<file path="src/rtl/pattern_generator.sv">
// Pattern source for the pattern/score path: picks a fresh pattern from a
// free-running LFSR, shows it for a shrinking hold time or until the player
// matches it, optionally blanks the bus between patterns, and ends the game
// after a fixed number of rounds.
module pattern_generator #(
   parameter logic [15:0] SEED      = 16'hACE1,
   parameter logic [7:0]  HOLD_INIT = 8'd20,
   parameter logic [7:0]  MIN_HOLD  = 8'd5,
   parameter logic [7:0]  GAP_TICKS = 8'd2,
   parameter logic [7:0]  ROUNDS    = 8'd32
) (
   input  logic       counter10h,
   input  logic       reset,
   input  logic       start,
   input  logic [7:0] user_input,
   output logic [7:0] pattern,
   output logic [7:0] round,
   output logic       new_pattern,
   output logic       game_over
);

   typedef enum logic [1:0] {StIdle, StShow, StGap, StDone} state_t;

   state_t      state_q, state_d;
   logic [15:0] lfsr_q, lfsr_d;
   logic [7:0]  hold_q, hold_d;
   logic [7:0]  prev_q, prev_d;
   logic [7:0]  cnt_q, cnt_d;
   logic [7:0]  pattern_q, pattern_d;
   logic [7:0]  round_q, round_d;
   logic        newPattern_q, newPattern_d;
   logic        gameOver_q, gameOver_d;

   logic [7:0]  cand;
   logic [7:0]  loadRound;
   logic [7:0]  holdBase;
   logic [7:0]  holdDecayed;
   logic        showExit;
   logic        gapExit;
   logic        lastRound;
   logic        load;

   // Candidate pattern: low LFSR byte, then high byte, then a fixed fallback,
   // so the result is never blank and never a repeat of the last pattern.
   always_comb begin
      if ((lfsr_q[7:0] != 8'h00) && (lfsr_q[7:0] != prev_q)) begin
         cand = lfsr_q[7:0];
      end else if ((lfsr_q[15:8] != 8'h00) && (lfsr_q[15:8] != prev_q)) begin
         cand = lfsr_q[15:8];
      end else begin
         cand = (prev_q == 8'h01) ? 8'h02 : 8'h01;
      end
   end

   assign showExit    = (user_input == pattern_q) || (cnt_q == hold_q - 8'd1);
   assign gapExit     = (cnt_q == GAP_TICKS - 8'd1);
   assign lastRound   = (round_q == ROUNDS);
   assign loadRound   = (state_q == StIdle) ? 8'd1 : round_q + 8'd1;
   assign holdBase    = (state_q == StIdle) ? HOLD_INIT : hold_q;
   assign holdDecayed = (holdBase > MIN_HOLD) ? holdBase - 8'd1 : MIN_HOLD;
   assign lfsr_d      = {lfsr_q[14:0], lfsr_q[15] ^ lfsr_q[13] ^ lfsr_q[12] ^ lfsr_q[10]};

   // State register plus all registered outputs and datapath state.
   always_ff @(posedge counter10h) begin
      if (reset) begin
         state_q      <= StIdle;
         lfsr_q       <= SEED;
         hold_q       <= HOLD_INIT;
         prev_q       <= 8'h00;
         cnt_q        <= 8'h00;
         pattern_q    <= 8'h00;
         round_q      <= 8'h00;
         newPattern_q <= 1'b0;
         gameOver_q   <= 1'b0;
      end else begin
         state_q      <= state_d;
         lfsr_q       <= lfsr_d;
         hold_q       <= hold_d;
         prev_q       <= prev_d;
         cnt_q        <= cnt_d;
         pattern_q    <= pattern_d;
         round_q      <= round_d;
         newPattern_q <= newPattern_d;
         gameOver_q   <= gameOver_d;
      end
   end

   // Next-state logic: match and timeout share one exit out of SHOW.
   always_comb begin
      state_d = state_q;
      case (state_q)
         StIdle: if (start) state_d = StShow;
         StShow: begin
            if (showExit) begin
               if (lastRound)              state_d = StDone;
               else if (GAP_TICKS == 8'd0) state_d = StShow;
               else                        state_d = StGap;
            end
         end
         StGap:  if (gapExit) state_d = StShow;
         StDone: if (!start) state_d = StIdle;
         default: state_d = StIdle;
      endcase
   end

   // Output and datapath next values; a load presents a new pattern, bumps
   // the round and shortens the hold every eighth round down to the floor.
   always_comb begin
      pattern_d    = pattern_q;
      round_d      = round_q;
      newPattern_d = 1'b0;
      gameOver_d   = gameOver_q;
      hold_d       = hold_q;
      prev_d       = prev_q;
      cnt_d        = cnt_q;
      load         = 1'b0;
      case (state_q)
         StIdle: begin
            pattern_d = 8'h00;
            if (start) load = 1'b1;
         end
         StShow: begin
            if (showExit) begin
               if (lastRound) begin
                  pattern_d  = 8'h00;
                  gameOver_d = 1'b1;
               end else if (GAP_TICKS == 8'd0) begin
                  load = 1'b1;
               end else begin
                  pattern_d = 8'h00;
                  cnt_d     = 8'h00;
               end
            end else begin
               cnt_d = cnt_q + 8'd1;
            end
         end
         StGap: begin
            if (gapExit) load = 1'b1;
            else         cnt_d = cnt_q + 8'd1;
         end
         StDone: begin
            pattern_d  = 8'h00;
            gameOver_d = 1'b1;
            if (!start) begin
               gameOver_d = 1'b0;
               round_d    = 8'h00;
            end
         end
         default: pattern_d = 8'h00;
      endcase
      if (load) begin
         pattern_d    = cand;
         prev_d       = cand;
         cnt_d        = 8'h00;
         newPattern_d = 1'b1;
         round_d      = loadRound;
         hold_d       = ((loadRound[2:0] == 3'b001) && (loadRound != 8'd1)) ? holdDecayed : holdBase;
      end
   end

   assign pattern     = pattern_q;
   assign round       = round_q;
   assign new_pattern = newPattern_q;
   assign game_over   = gameOver_q;

endmodule

</file>
<file path="config.mk">
export PLATFORM = sky130hd
export DESIGN_NAME = pattern_generator
export DESIGN_NICKNAME = d
export VERILOG_FILES = /design/src/rtl/pattern_generator.sv
export SDC_FILE = /design/constraint.sdc
export NUM_CORES = 1
export LEC_CHECK = 0
export ABC_AREA = 0
export BUFFER_PORTS_ARGS = -buffer_cell sky130_fd_sc_hd__buf_4
export CORE_ASPECT_RATIO = 1.4
export CORE_UTILIZATION = 43
export DETAILED_ROUTE_END_ITERATION = 16
export HOLD_SLACK_MARGIN = 0.02
export PLACE_DENSITY = 0.68
export SYNTH_ARGS = -nofsm -noshare
export SYNTH_HDL_FRONTEND = slang
export SYNTH_SLANG_ARGS = --single-unit
export TNS_END_PERCENT = 30
</file>
<file path="constraint.sdc">
create_clock -name counter10h -period 2.4 [get_ports counter10h]
set_input_delay 0.48 -clock counter10h [delete_from_list [all_inputs] [get_ports counter10h]]
set_output_delay 0.48 -clock counter10h [all_outputs]
set_load 0.01 [all_outputs]
</file>
==> summary.md, run 1 <==
| Metric | Value |
|---|---|
| Status | completed |
| Total CTS buffers | 9 |
| Yosys top cell area share | 0.3606 |
| Fin Clk Skew | around 11 ps |
| Crit-path leading delay family | compound AO/OA/AOI/OAI gates |
| CTS H-tree lvls | 3 |
| Crit path launch type | flip-flop |
| GPL Wtd Cong | 0.9126 |
| Final number of setup-violating endpoints | 0 |
| Post-DP Area | roughly 3800 sq um |
| Hold path start | pattern[4]$_SDFFE_PP0P_ |
| Syn_area_per_cell | roughly 8.5 sq um |
| Clock Latency Late Sink | about 340 ps |
| Synth top cells by count | 60 x dfxtp_1, 41 x nand2_1, 31 x xor2_1 |
| Vias in the first global route | ~3,000 |
| Total gr overflow | 0 |
| RSZ-0062 raised after global routing | true |
| Initial antenna violation count | 0 |
| Row count | 37 |
| Worst path slowest cell | dfxtp_2 |
| Power per Cell Area | 614.6 nW/um^2 |
| Reg2Reg Launch Point | hold_q[0]$_SDFFE_PP0P_ |
| Buf+Inv Stages, Crit Path | 2 |
| Metal-1 WL | roughly 3.4 mm |
| Hold path cells | 1 |
| First-pass GRT wire length | ~14 mm |
| Max VDD drop | about 470 uV |
| Hold EP | pattern[4]$_SDFFE_PP0P_ |
| WL per Instance | around 15 um |
| Register bit total from synthesis | 60 |
| Root Buffer | clkbuf_8 |
| Cell area after synthesis | 3331 sq um |
| Clock buffer depth | 2 |
| Post-synth EDFFs | 0 |
| Cells on worst reg2reg path | 10 |
| Vias per cell | approximately 5.5 |
| Die footprint | 8107 sq um |
| Max Slew Vio Count | 0 |
| Layout Utilization | 0.5544 |
| Async set-reset flop share out of synthesis | 0 |
| Antenna-violating nets left | 0 |
| FF-to-FF End | state_q[0]$_SDFFE_PP0P_ |
| Port Buffers | 28 |
| Largest net degree at the start of global routing | 33 |
| N_diodes | 0 |
| Starting Density | 0.4497 |
| Max Used Layer | met4 |
| Post-synth cell types | between 50 and 60 |
| Main flop type after synthesis | dfxtp_1 |
| Reg clk slew, reported paths | about 80 ps |
| Post-route cell area | 4106 sq um |
| CP peak stage delay | ~340 ps |
| Worst hold margin | 512.4 ps |
| Setup TNS | 0 ps |
| Die W | 76.38 um |
| Core Box Area | between 7000 and 8000 sq um |
| DR vias | between 2,000 and 3,000 |
| Iter 0 DRT Violations | 212 |
| Critical path startpoint | hold_q[0]$_SDFFE_PP0P_ |
| Sequential fraction of the synthesis area | 0.3606 |
| F_max | around 430 MHz |
| Post-CTS Hold Fix Bufs | 0 |
| Crit path kind | flip-flop to flip-flop |
| Tightest Hold Check Type | flip-flop to flip-flop |
| DR WL met3 | about 250 um |
| Post-DP HPWL | 6.005 mm |
| Clock sink total | 60 |
| Worst-Margin Slew | about 550 ps |
| Design Power | between 2 and 3 mW |
| WP data required | 2640 ps |
| TritonCTS clock tree | done |
| Max-cap violations | 0 |
| Synth Net Count | 412 |
| Min cycle time layout | 2315 ps |
| Post-synth top area cell | dfxtp_1 |
| Layout cells sized above 1 | 0.2225 |
| Slew margin rel. | 0.6288 |
| Leakage Power | about 1.9 nW |
| Detailed-route wire length | just over 8 mm |
| CP max FO | 6 |
| Crit-path cells | inv_2 -> ha_4 -> nor3b_4 -> mux2_4 -> a211oi_4 -> o41ai_4 -> buf_6 -> o21ai_1 -> nor2_1 -> a211oi_1 |
| Total GRT Usage | 0.2177 |
| Crit share post-route | 0.9645 |
| Die Ht | between 100 and 150 um |
| Most frequent cell after synthesis | dfxtp_1 |
| DRC | 0 |
| Final hold violation count | 0 |
| CP arrival | between 2000 and 3000 ps |
| Filler Cells Inserted | around 700 |
| Flop2flop setup slack | around 85 ps |
| Synth Instances | 390 |
| Crit path capture type | flip-flop |
| Router iterations before antenna repair | 4 |
| Nets | about 460 |
| Synth area leaders | dfxtp_1 36%, xor2_1 8.2%, nand2_1 4.6% |
| Synth warnings | 0 |
| I/O pin count | 29 |
| Detail Route met2 WL | roughly 4.3 mm |
| Area grow syn2layout | 23.29% |
[per-layer routing]
metal	track usage	vias up
met4	0.1085	0
li1	-	1488
met5	0	-
met1	0.2427	1418
met3	0.04206	25
met2	0.3912	62
[worst max path at each step]
stage | to | slack (ps) | cells after the start
6_report | state_q[0]$_SDFFE_PP0P_ | 90 | 10
3_5_place_dp | cnt_q[7]$_SDFFE_PP0P_ | -120 | 10
5_1_grt | cnt_q[7]$_SDFFE_PP0P_ | -30 | 10
2_1_floorplan | cnt_q[0]$_SDFFE_PP0P_ | -20 | 9
4_1_cts | cnt_q[4]$_SDFFE_PP0P_ | 8 | 10
3_3_place_gp | cnt_q[7]$_SDFFE_PP0P_ | -7 | 10
[where the power goes]
group / internal, mW / leakage, nW / switching, mW / total [mW]
clock: 0.589 / 0.106 / 0.447 / 1.04
sequential: 1.05 / 0.492 / 0.0688 / 1.12
combinational: 0.171 / 1.29 / 0.200 / 0.370
[metrics by stage]
step | setup slack [ps] | std cells
after global routing | -34.24 | 542
final | 85.22 | 542
after CTS | 8.361 | 541
after floorplan | -19.63 | 390
after global placement | -7.053 | 524
after detailed placement | -115.1 | 524
[sequential cells by signal, summed over array words and instances, names as in the netlist]
register     flops
new_pattern      1
pattern          8
cnt_q            8
state_q          2
game_over        1
prev_q           8
lfsr_q          16
hold_q           8
round            8
[layout make-up]
| cell class | instances | area, sq um | share of cell area |
|---|---|---|---|
| multi-input cells | 303 | 2093 | 0.5098 |
| flip-flops and latches | 60 | 1205 | 0.2934 |
| repair buffers | 54 | 416.7 | 0.1015 |
| clock buffers | 9 | 123.9 | 0.03016 |
| well taps | 97 | 121.4 | 0.02956 |
| clock inverters | 7 | 101.3 | 0.02468 |
| inverters | 12 | 45.04 | 0.01097 |
[cell usage in the layout (no fill, tap or decap), drive strengths merged, types with 11 or more instances in the layout]
cell type,Yosys,routed
a21o,15,15
o21ai,17,18
nand3,11,11
nor4,15,15
dfxtp,60,60
inv,12,12
nand2b,12,12
a21oi,25,25
ha,11,11
xor2,31,31
nand2,41,41
buf,3,54
nor2,20,20
[cells by family (layout without fill, tap and decap cells)]
family | after synthesis | in the layout | share of synthesized area
DFF | 60 | 60 | 0.3606
xor gates and xnor gates | 40 | 40 | 0.1052
AOI/OAI and AO/OA | 90 | 91 | 0.1845
adders and majority gates | 11 | 11 | 0.04132
and+or+nand+nor | 154 | 154 | 0.2543
muxes | 7 | 7 | 0.02141
buffers and inverters | 28 | 82 | 0.03268
[repair_timing]
action,4_1_cts,5_1_grt
gates cloned,1,0
pin swaps,2,5
endpoints found under the setup margin,10,21
gates resized for setup,3,15
buffers inserted,0,1
Power figures use the tool's default switching activity.
==> run 2: changes to the inputs <==
- PLACE_DENSITY: 0.68 -> unset
==> run 2 against run 1 <==
Effect of this change:
- total power decreased by 4.9%
- via count down 0.84%
- sequential power about the same
- flip-flop and latch count stayed put
- first-iteration DRC count is 52% lower
- worst hold slack got worse by 9.1 ps
- global-route usage fell by 0.53 points
- largest power group unchanged
- highest routed layer unchanged
==> summary.md, run 2 (synthesis results as in run 1) <==
| Metric | Value |
|---|---|
| Status | completed |
| Nets | 466 |
| Power per Cell Area | 589.9 nW/um^2 |
| DR vias | between 2,000 and 3,000 |
| Worst path slowest cell | or4b_4 |
| Clock buffer depth | 2 |
| F_max | 430.0 MHz |
| Hold path cells | 1 |
| Filler Cells Inserted | between 700 and 800 |
| Layout Utilization | 0.5490 |
| Iter 0 DRT Violations | ~100 |
| Worst-Margin Slew | approximately 570 ps |
| Core Box Area | roughly 7400 sq um |
| Crit path launch type | flip-flop |
| Critical path startpoint | hold_q[0]$_SDFFE_PP0P_ |
| CTS H-tree lvls | 3 |
| Crit path kind | flip-flop to flip-flop |
| Tightest Hold Check Type | flip-flop to flip-flop |
| Root Buffer | clkbuf_8 |
| Critical Path Sink | cnt_q[0]$_SDFFE_PP0P_ |
| Crit path depth | 9 |
| Antenna-violating nets left | 0 |
| Router iterations before antenna repair | 4 |
| Max VDD drop | between 400 and 500 uV |
| FF-to-FF End | cnt_q[0]$_SDFFE_PP0P_ |
| Starting Density | 0.4497 |
| Post-CTS Setup Bufs | 0 |
| Clock Latency Late Sink | 340 ps |
| Initial antenna violation count | 0 |
| Reg2Reg Launch Point | hold_q[0]$_SDFFE_PP0P_ |
| Leakage Power | about 1.9 nW |
| Post-DP HPWL | about 6 mm |
| Crit-path cells | inv_1 -> ha_1 -> xnor2_1 -> or4b_4 -> o41ai_4 -> buf_6 -> o21ai_2 -> xor2_1 -> and2_1 |
| Detailed-route wire length | roughly 8 mm |
| Area grow syn2layout | 22.09% |
| RSZ-0062 raised after global routing | true |
| Die Ht | approximately 110 um |
| CP peak stage delay | ~550 ps |
| Die footprint | between 8000 and 9000 sq um |
| Most frequent cells in the layout | 60 x dfxtp_1, 55 x buf_4, 41 x nand2_1, 31 x xor2_1, 22 x a21oi_1 |
| N_diodes | 0 |
| Fin Clk Skew | between 7 and 8 ps |
| Crit-path leading delay family | simple AND/OR/NAND/NOR gates |
| Die W | 76.38 um |
| Final number of setup-violating endpoints | 0 |
| Slew margin rel. | 0.6170 |
| I/O pin count | 29 |
| Flop2flop setup slack | roughly 74 ps |
| TritonCTS clock tree | done |
| Reg clk slew, reported paths | 70 ps |
| CP max FO | 6 |
| Biggest register | lfsr_q |
| Min cycle time layout | 2326 ps |
| Leading cell type in the layout, fill and taps excluded | dfxtp_1 |
| WP data required | ~2600 ps |
| Layout cells sized above 1 | 0.2094 |
| Largest net degree at the start of global routing | 33 |
| Clock sink total | 60 |
| DRC | 0 |
| Row count | 37 |
| WL per Instance | approximately 15 um |
| Sequential cell area | ~1200 sq um |
| Total gr overflow | 0 |
| Total GRT Usage | 0.2124 |
| Final hold violation count | 0 |
| CP arrival | approximately 2600 ps |
| Buf+Inv Stages, Crit Path | 2 |
| Vias in the first global route | ~2,800 |
| Crit path capture type | flip-flop |
| Total CTS buffers | 9 |
| Cells on worst reg2reg path | 9 |
| Crit share post-route | 0.9691 |
| Max Slew Vio Count | 0 |
| Max FFs per register | 16 |
| First-pass GRT wire length | between 10 and 15 mm |
| Vias per cell | around 5.4 |
| Max-cap violations | 0 |
| Area of the multi-input gates | approximately 2000 sq um |
| Design Power | 2.399 mW |
| Port Buffers | 28 |
| GPL Wtd Cong | 0.8852 |
run 2: cell count changes in the layout (fill, tap and decap cells not counted), moves of 2 or more:
cell	before	now
buf_4	51	55
clkinv_2	0	2
dfxtp_1	57	60
dfxtp_2	3	0
inv_1	9	11
inv_2	3	1
run 2: per-stage QoR:
stage	hold slack (ps)	TNS (ps)	instances	instance area, sq um	setup slack, ps
2_1_floorplan	461.2	-19.63	390	3341	-19.63
3_3_place_gp	491.3	-23.66	529	3834	-16.29
3_5_place_dp	492.7	-277.7	529	3834	-74.57
4_1_cts	494.4	0	545	4034	15.87
5_1_grt	515.7	-97.87	546	4066	-45.50
6_report	503.3	0	546	4066	74.20
run 2: area by class of cell:
type	count	share of cell area
multi-input combinational	303	0.5065
sequential	60	0.2954
timing repair buffer	58	0.1098
clock buffer	10	0.03138
tap	97	0.02985
clock inverter	6	0.01600
inverter	12	0.01108
run 2: power by group:
part,switching [mW],internal [mW],total (mW)
sequential,0.0712,1.05,1.12
clock,0.431,0.479,0.910
combinational,0.197,0.172,0.369
total,0.698,1.70,2.40
run 2: worst reg2reg max path, stage by stage, from the launching register on:
cell	delay (ps)
dfxtp_1	330
inv_1	60
ha_1	300
xnor2_1	140
or4b_4	550
o41ai_4	250
buf_6	180
o21ai_2	100
xor2_1	170
and2_1	160
run 2: routing by layer:
metal  share of wire  wire length [um]  track usage  vias to the layer above
met1            0.42              3481       0.2299                     1402
met3           0.027               222      0.04721                       21
li1                -                 -            -                     1493
met2            0.53              4326       0.3906                       52
met5               0                 0            0                        -
met4           0.024               195      0.09478                        0
run 2: timing repair:
item / CTS / global route
cloned: 0 / 1
pin swaps: 0 / 3
setup endpoints to repair: 7 / 22
gates resized for setup: 1 / 6
hold buffers: 0 / 0
hold endpoints to repair: 0 / 0
run 2: worst min-delay path by stage:
stage                                   end                    start
floorplan            hold_q[7]$_SDFFE_PP0P_   hold_q[7]$_SDFFE_PP0P_
global placement    pattern[6]$_SDFFE_PP0P_  pattern[6]$_SDFFE_PP0P_
detailed placement  pattern[6]$_SDFFE_PP0P_  pattern[6]$_SDFFE_PP0P_
CTS                   round[6]$_SDFFE_PP0P_                    reset
global route           lfsr_q[2]$_SDFF_PP0_                    reset
finish              pattern[6]$_SDFFE_PP0P_  pattern[6]$_SDFFE_PP0P_
==> run 3: changes to the inputs <==
- PLACE_DENSITY_LB_ADDON: unset -> 0.2
==> run 3 against run 2 <==
Effect of this change:
- clock power decreased by 13%
- core utilization is 0.39 points lower
- count of clock-buffer cells in the layout grew 1
- non-clock buffer count shrank 4
- sequential share of layout area is 0.33 points higher
- critical path depth unchanged
- final cell count is 0.92% lower
- flip-flop and latch count unchanged
- first-iteration DRC count is 140% higher
- via count up 0.34%
- global-route usage is 0.11 points higher
- highest routed layer unchanged
==> summary.md, run 3 (synthesis results as in run 1) <==
| Metric | Value |
|---|---|
| Clock buffer depth | 2 |
| Largest net degree at the start of global routing | 33 |
| Nets | around 460 |
| Leading cell type in the layout, fill and taps excluded | dfxtp_1 |
| Filler Cells Inserted | about 730 |
| Initial antenna violation count | 0 |
| CTS H-tree lvls | 3 |
| Leakage Power | ~1.9 nW |
| Slew margin rel. | 0.6010 |
| First-pass GRT wire length | around 14 mm |
| Cells after DPL | 521 |
| Power per Cell Area | between 500 and 600 nW/um^2 |
| Final hold violation count | 0 |
| Total GRT Usage | 0.2135 |
| Crit path launch type | flip-flop |
| Min cycle time layout | 2328 ps |
| RSZ-0062 raised after global routing | true |
| Starting Density | 0.4497 |
| Sequential cell area | roughly 1200 sq um |
| Status | completed |
| Port Buffers | 28 |
| Critical path startpoint | hold_q[0]$_SDFFE_PP0P_ |
| Most frequent cells in the layout | 56 x dfxtp_1, 52 x buf_4, 41 x nand2_1, 31 x xor2_1, 23 x a21oi_1 |
| Die footprint | 8107 sq um |
| Non-Filler Instances | 541 |
| Reg clk slew, reported paths | about 70 ps |
| Die Ht | 106.1 um |
| Clock sink total | 60 |
| Crit path capture type | flip-flop |
| Final number of setup-violating endpoints | 0 |
| Design Power | between 2 and 2.5 mW |
| Antenna-violating nets left | 0 |
| Total gr overflow | 0 |
| Clock Latency Late Sink | 340 ps |
| Critical Path Sink | cnt_q[0]$_SDFFE_PP0P_ |
| Worst path slowest cell | or4b_4 |
| Total CTS buffers | 9 |
| Fin Clk Skew | 6.513 ps |
| Setup TNS | 0 ps |
| Row count | 37 |
| Router iterations before antenna repair | 5 |
| Max VDD drop | between 300 and 400 uV |
| Post-CTS Hold Fix Bufs | 0 |
| Post-route cell area | between 4000 and 5000 sq um |
| Crit path kind | flip-flop to flip-flop |
| N_diodes | 0 |
| WL per Instance | around 15 um |
| Reg2Reg Launch Point | hold_q[0]$_SDFFE_PP0P_ |
| Root Buffer | clkbuf_8 |
| Flop2flop setup slack | 70 ps |
| Core Box Area | 7407 sq um |
| Detailed-route wire length | 8.109 mm |
| Tightest Hold Check Type | flip-flop to flip-flop |
| GPL Wtd Cong | between 0.9 and 1 |
| CP arrival | approximately 2600 ps |
| I/O pin count | 29 |
| Max-cap violations | 0 |
| Max Slew Vio Count | 0 |
| DRC | 0 |
| Iter 0 DRT Violations | 244 |
| Layout cells sized above 1 | 0.2117 |
| WP data required | ~2600 ps |
| CP peak stage delay | ~500 ps |
| Max FFs per register | 16 |
| Post-DP HPWL | about 5.9 mm |
| Post-DP Area | approximately 3800 sq um |
| Crit share post-route | 0.9702 |
| DR vias | 2,978 |
| Vias per cell | between 5 and 6 |
| TritonCTS clock tree | done |
| F_max | 429.5 MHz |
| Die W | approximately 76 um |
| Area grow syn2layout | 21.22% |
| Area of the multi-input gates | approximately 2100 sq um |
| Crit-path cells | buf_6 -> nor4_4 -> a21oi_1 -> or4b_4 -> o41ai_4 -> buf_4 -> o21ai_2 -> xor2_1 -> and2_1 |
| Cells on worst reg2reg path | 9 |
| FF-to-FF End | cnt_q[0]$_SDFFE_PP0P_ |
| Worst-Margin Slew | around 600 ps |
| Vias in the first global route | between 2,000 and 3,000 |
| Biggest register | lfsr_q |
| CP max FO | 4 |
run 3: repair_timing:
item                       4_1_cts  5_1_grt
buffers inserted                 0        4
gates resized for setup          0       13
hold endpoints to repair         0        0
setup endpoints to repair        0       22
run 3: worst min-delay path by stage:
stage | depth (start not counted) | end | start
floorplan | 1 | hold_q[7]$_SDFFE_PP0P_ | hold_q[7]$_SDFFE_PP0P_
global placement | 1 | hold_q[7]$_SDFFE_PP0P_ | hold_q[7]$_SDFFE_PP0P_
detailed placement | 1 | hold_q[7]$_SDFFE_PP0P_ | hold_q[7]$_SDFFE_PP0P_
CTS | 1 | hold_q[7]$_SDFFE_PP0P_ | hold_q[7]$_SDFFE_PP0P_
global route | 1 | hold_q[7]$_SDFFE_PP0P_ | hold_q[7]$_SDFFE_PP0P_
finish | 1 | hold_q[7]$_SDFFE_PP0P_ | hold_q[7]$_SDFFE_PP0P_
run 3: layout make-up:
cell class	count	area share
timing repair buffer	54	0.1023
tap	97	0.03006
clock buffer	11	0.03502
multi-input combinational	303	0.5163
inverter	12	0.01116
clock inverter	4	0.006508
sequential	60	0.2987
run 3: power by group:
group	total [mW]	internal, mW	leakage [nW]	switching [mW]
Clock	0.795	0.395	0.0852	0.400
Combinational	0.363	0.167	1.29	0.196
Sequential	1.12	1.05	0.492	0.0695
run 3: through the flow:
stage	util	worst slack [ps]	hold slack, ps
after floorplan	-	-19.63	461.2
after global placement	0.5095	57.40	490.7
after detailed placement	0.5095	44.24	489.9
after CTS	0.5321	19.99	498.9
after global routing	0.5451	-25.60	518.0
final	0.5451	71.63	494.7
run 3: critical path, delay by kind of cell (launching register included):
family	cells	cell delay, ps
flops	1	320
xor+xnor	1	160
compound gates	3	480
simple gates	3	930
buf+inv	2	320
run 3: per-layer routing:
layer  wire [um]  global-route usage
met1        3393              0.2311
met2        4254              0.3925
met3         191             0.03948
met4         269              0.1085
met5           0                   0
